`src/rtl/seq_arith_pkg.sv`:
```
// Shared definitions for the sequential arithmetic blocks (seq_bin2bcd, seq_divider).
package seq_arith_pkg;

    localparam int DEF_WIDTH  = 8;
    localparam int DEF_DIGITS = 3;

    typedef enum logic [1:0] {
        IDLE  = 2'd0,
        SHIFT = 2'd1,
        DONE  = 2'd2
    } seq_state_t;

endpackage

```
`src/rtl/bcd_digit_adj.sv`:
```
// Double-dabble correction for one BCD digit: values of 5 or more get +3 before the shift.
module bcd_digit_adj (
    input  logic [3:0] digit_in,
    output logic [3:0] digit_out
);

    assign digit_out = (digit_in >= 4'd5) ? digit_in + 4'd3 : digit_in;

endmodule

```
`src/rtl/seq_bin2bcd.sv`:
```
// Sequential double-dabble binary-to-BCD converter, one iteration per clock,
// with a one-deep request buffer so a start arriving mid-conversion is not lost.
module seq_bin2bcd
    import seq_arith_pkg::*;
#(
    parameter int WIDTH  = DEF_WIDTH,
    parameter int DIGITS = DEF_DIGITS
) (
    input  logic             clk,
    input  logic             rst,
    input  logic             conv_start,
    input  logic [WIDTH-1:0] bin_in,
    output logic             conv_busy,
    output logic             conv_ready,
    output logic [3:0]       bcd_hundreds,
    output logic [3:0]       bcd_tens,
    output logic [3:0]       bcd_ones,
    output logic             overrun
);

    localparam int DW = 4 * DIGITS;
    localparam int SW = DW + WIDTH;

    seq_state_t       state, state_next;
    logic [3:0]       cnt;
    logic [SW-1:0]    shreg;
    logic [SW-1:0]    shreg_next;
    logic [DW-1:0]    dig_adj;
    logic [DW-1:0]    bcd_q;
    logic             pend_valid;
    logic [WIDTH-1:0] pend_data;
    logic             last_iter;
    logic             unused_carry;

    for (genvar d = 0; d < DIGITS; d++) begin : g_adj
        bcd_digit_adj u_adj (
            .digit_in  (shreg[WIDTH + 4*d +: 4]),
            .digit_out (dig_adj[4*d +: 4])
        );
    end

    // The corrected top digit never carries out for in-range inputs, so its MSB is dropped.
    assign unused_carry = dig_adj[DW-1];
    assign shreg_next   = {dig_adj[DW-2:0], shreg[WIDTH-1:0], 1'b0};
    assign last_iter    = (cnt == 4'(WIDTH - 1));

    always_comb begin
        state_next = state;
        case (state)
            IDLE:    if (conv_start) state_next = SHIFT;
            SHIFT:   if (last_iter) state_next = DONE;
            DONE:    state_next = (conv_start || pend_valid) ? SHIFT : IDLE;
            default: state_next = IDLE;
        endcase
    end

    always_ff @(posedge clk or posedge rst) begin
        if (rst) begin
            state      <= IDLE;
            cnt        <= 4'd0;
            shreg      <= '0;
            pend_valid <= 1'b0;
            pend_data  <= '0;
            bcd_q      <= '0;
            overrun    <= 1'b0;
        end else begin
            state   <= state_next;
            overrun <= 1'b0;
            case (state)
                IDLE: begin
                    if (conv_start) begin
                        shreg <= {{DW{1'b0}}, bin_in};
                        cnt   <= 4'd0;
                    end
                end
                SHIFT: begin
                    shreg <= shreg_next;
                    cnt   <= cnt + 4'd1;
                    if (last_iter)
                        bcd_q <= shreg_next[SW-1 -: DW];
                    if (conv_start) begin
                        if (!pend_valid) begin
                            pend_valid <= 1'b1;
                            pend_data  <= bin_in;
                        end else begin
                            overrun <= 1'b1;
                        end
                    end
                end
                DONE: begin
                    // A fresh start wins; buffered data waits for the next DONE.
                    if (conv_start) begin
                        shreg <= {{DW{1'b0}}, bin_in};
                        cnt   <= 4'd0;
                    end else if (pend_valid) begin
                        shreg      <= {{DW{1'b0}}, pend_data};
                        cnt        <= 4'd0;
                        pend_valid <= 1'b0;
                    end
                end
                default: ;
            endcase
        end
    end

    assign conv_ready   = (state == DONE);
    assign conv_busy    = (state != IDLE) | pend_valid;
    assign bcd_ones     = bcd_q[3:0];
    assign bcd_tens     = bcd_q[7:4];
    assign bcd_hundreds = bcd_q[11:8];

endmodule

```
`config.mk`:
```
export PLATFORM = sky130hd
export DESIGN_NAME = seq_bin2bcd
export DESIGN_NICKNAME = d
export VERILOG_FILES = /design/src/rtl/seq_arith_pkg.sv /design/src/rtl/bcd_digit_adj.sv /design/src/rtl/seq_bin2bcd.sv
export SDC_FILE = /design/constraint.sdc
export NUM_CORES = 1
export LEC_CHECK = 0
export BUFFER_PORTS_ARGS = -buffer_cell sky130_fd_sc_hd__buf_2
export CAP_MARGIN = 20
export CORE_ASPECT_RATIO = 2
export CORE_UTILIZATION = 35
export DETAILED_ROUTE_END_ITERATION = 6
export GPL_ROUTABILITY_DRIVEN = 0
export GPL_TIMING_DRIVEN = 0
export REMOVE_ABC_BUFFERS = 1
export SYNTH_ARGS = -nofsm -noshare
export SYNTH_HDL_FRONTEND = slang
export SYNTH_HIERARCHICAL = 1
export SYNTH_SLANG_ARGS = --single-unit
```
`constraint.sdc`:
```
create_clock -name clk -period 2.3 [get_ports clk]
set_input_delay 0.46 -clock clk [delete_from_list [all_inputs] [get_ports clk]]
set_output_delay 0.46 -clock clk [all_outputs]
set_load 0.02 [all_outputs]
```
==> key figures <==
Cells and area
  • Sequential cell area: 1200 µm²
  • Synth-to-Final Area Change: 13.5%
  • Final #Nets: 302
  • Commonest cells after routing, fill and taps aside: dfrtp_1, nand2_1, buf_2
  • Layout cells sized above 1: 28.2%
  • FILL cells: 716
  • Diodes inserted: 0
  • Most common cell after layout, fill and taps aside: dfrtp_1
  • Multi-input gate area: 1340 µm²

Clocking
  • H-tree depth: 2
  • Clock sinks: 48
  • CTS tree: built
  • Insertion delay to the later sink of the worst-skew pair: 0.29 ns
  • Hold-fix buffers, CTS: 0
  • Clock Pin Slew Worst Setup and Hold Paths: 0.06 ns
  • CTS max path bufs: 2
  • Total CTS buffers: 5
  • Root Buffer Master: clkbuf_16

Detailed routing
  • Average wire per standard cell: 14.7 µm
  • Initial DRT Pass Iterations: 5
  • Drt initial violations: 60
  • Final ANT Viol Nets: 0
  • Post-DR vias/cell: 5.18
  • DRC: 0
  • Vias: 1,926
  • Post-Route WL: 5460 µm

Power
  • Comb pwr share: 38.7%
  • Pwr/cell area: 1040 nW/µm²
  • Sw Ratio: 37.2%
  • Leak: 0.00150 µW
  • Sequential group share of total power: 38.1%
  • Maximum vdd drop: 0.776 mV
  • Clock share of power: 23.2%
  • Internal power: 1990 µW
  • Power, Total: 3180 µW
  • P_sw: 1180 µW

STA
  • RSZ-0062 raised after global routing: no
  • Slew @ Worst Pin: 0.614 ns
  • Final worst setup slack: 0.198 ns
  • Clock Skew: 0.00300 ns
  • Max frequency: 476 MHz
  • Final setup viols: 0
  • Final Hold Fails: 0
  • Tmin final: 2.10 ns
  • Period utilization: 91.4%
  • Relative slew margins: 58.9%
  • Final Max Slew Viols: 0

Worst setup path
  • Slowest Stage Delay on Critical Path: 0.52 ns
  • Crit path max fanout: 27
  • CP top delay family: adder cells
  • Startpoint Class: flip-flop
  • CP cell instances: inv_1 -> ha_2 -> nand2_1 -> mux2_2
  • CP Data Arrival Time: 2.28 ns
  • Critical Path RT: 2.47 ns
  • Crit. End Element: flip-flop
  • Worst path slowest cell: ha_2
  • Crit path kind: flip-flop to flip-flop
  • CP bufs+invs: 1

Die
  • Core Box Area: 7320 µm²
  • Die Wd: 63.9 µm
  • Num rows: 44
  • Die height: 126 µm
  • Starting Density: 36.7%
  • Die area: 8050 µm²
  • Num ports: 26

Place
  • Detailed placement HPWL: 3890 µm
  • Setup Slack @ Placement: -0.274 ns
  • I/O Buffers: 25

Global routing
  • First-pass GRT wire length: 9580 µm
  • Largest net degree at the start of global routing: 28
  • Gr ovfl total: 0
  • Number of global-route vias before repair: 2,050
  • GR Util All Layers: 15.2%
  • Antenna violations before repair: 0

Synthesis
  • Warnings, synthesis: 6
  • Mapped Cells: 258
  • Mean Syn Cell Area: 10.4 µm²
  • Synth Cell Area: 2690 µm²

Outcome
  • Status: complete, no violations

Flow run
  • Max Cap Viol: 0

Worst hold path
  • Min-delay worst type: input port to async pin
[through the flow]
step	setup TNS, ns	hold slack (ns)	utilization, %	std cells	area [µm²]
2_1_floorplan	0	0.472	-	242	2580
3_3_place_gp	-9.22	0.480	38.6	359	2820
3_5_place_dp	-5.61	0.488	39.0	361	2850
4_1_cts	0	0.219	41.1	369	3010
5_1_grt	0	0.246	41.6	372	3050
6_report	0	0.188	41.6	372	3050
[metal layers]
layer / wire length (µm) / up-vias / GRT usage [%]
li1: - / 946 / -
met1: 2070 / 948 / 15.5
met2: 3170 / 27 / 29.3
met3: 137 / 5 / 3.26
met4: 77 / 0 / 4.95
met5: 0 / - / 0
[power groups by stage]
stage	combinational, µW	clock (µW)	sequential, µW
2_1_floorplan	902	0	1210
3_3_place_gp	1190	0	1210
3_5_place_dp	1230	0	1220
4_1_cts	1240	759	1210
5_1_grt	1380	783	1250
6_report	1230	737	1210
[state kept, by name, summed over array words and instances (netlist names)]
register / count
shreg: 20
cnt: 4
bcd_q: 12
state: 2
overrun: 1
pend_valid: 1
pend_data: 8
[worst paths after layout]
check,start,cells past startpoint,slack (ns),endpoint
setup reg to reg,state[1]$_DFFE_PP0P_,4,0.20,bcd_q[4]$_DFFE_PP0P_
hold reg to reg,bcd_q[5]$_DFFE_PP0P_,1,0.50,bcd_q[5]$_DFFE_PP0P_
max in group asynchronous,rst,3,1.60,bcd_q[9]$_DFFE_PP0P_
min in group clk,bin_in[5],2,0.42,pend_data[5]$_DFFE_PP0P_
hold / removal,rst,2,0.19,bcd_q[2]$_DFFE_PP0P_
setup / recovery,state[1]$_DFFE_PP0P_,4,0.20,bcd_q[4]$_DFFE_PP0P_
[layout make-up]
cell class              instances  area share, %
multi-input cells             180           44.0
flip-flops and latches         48           39.4
repair buffers                 30           6.28
clock buffers                   8           4.80
well taps                      92           3.78
inverters                      14           1.72
[what timing repair did]
item / 4_1_cts / 5_1_grt
gates resized for setup: 2 / 1
endpoints found under the hold margin: 0 / 0
buffers inserted: 0 / 3
endpoints found under the setup margin: 36 / 13
Note: power is estimated with default switching activity, not from simulation.
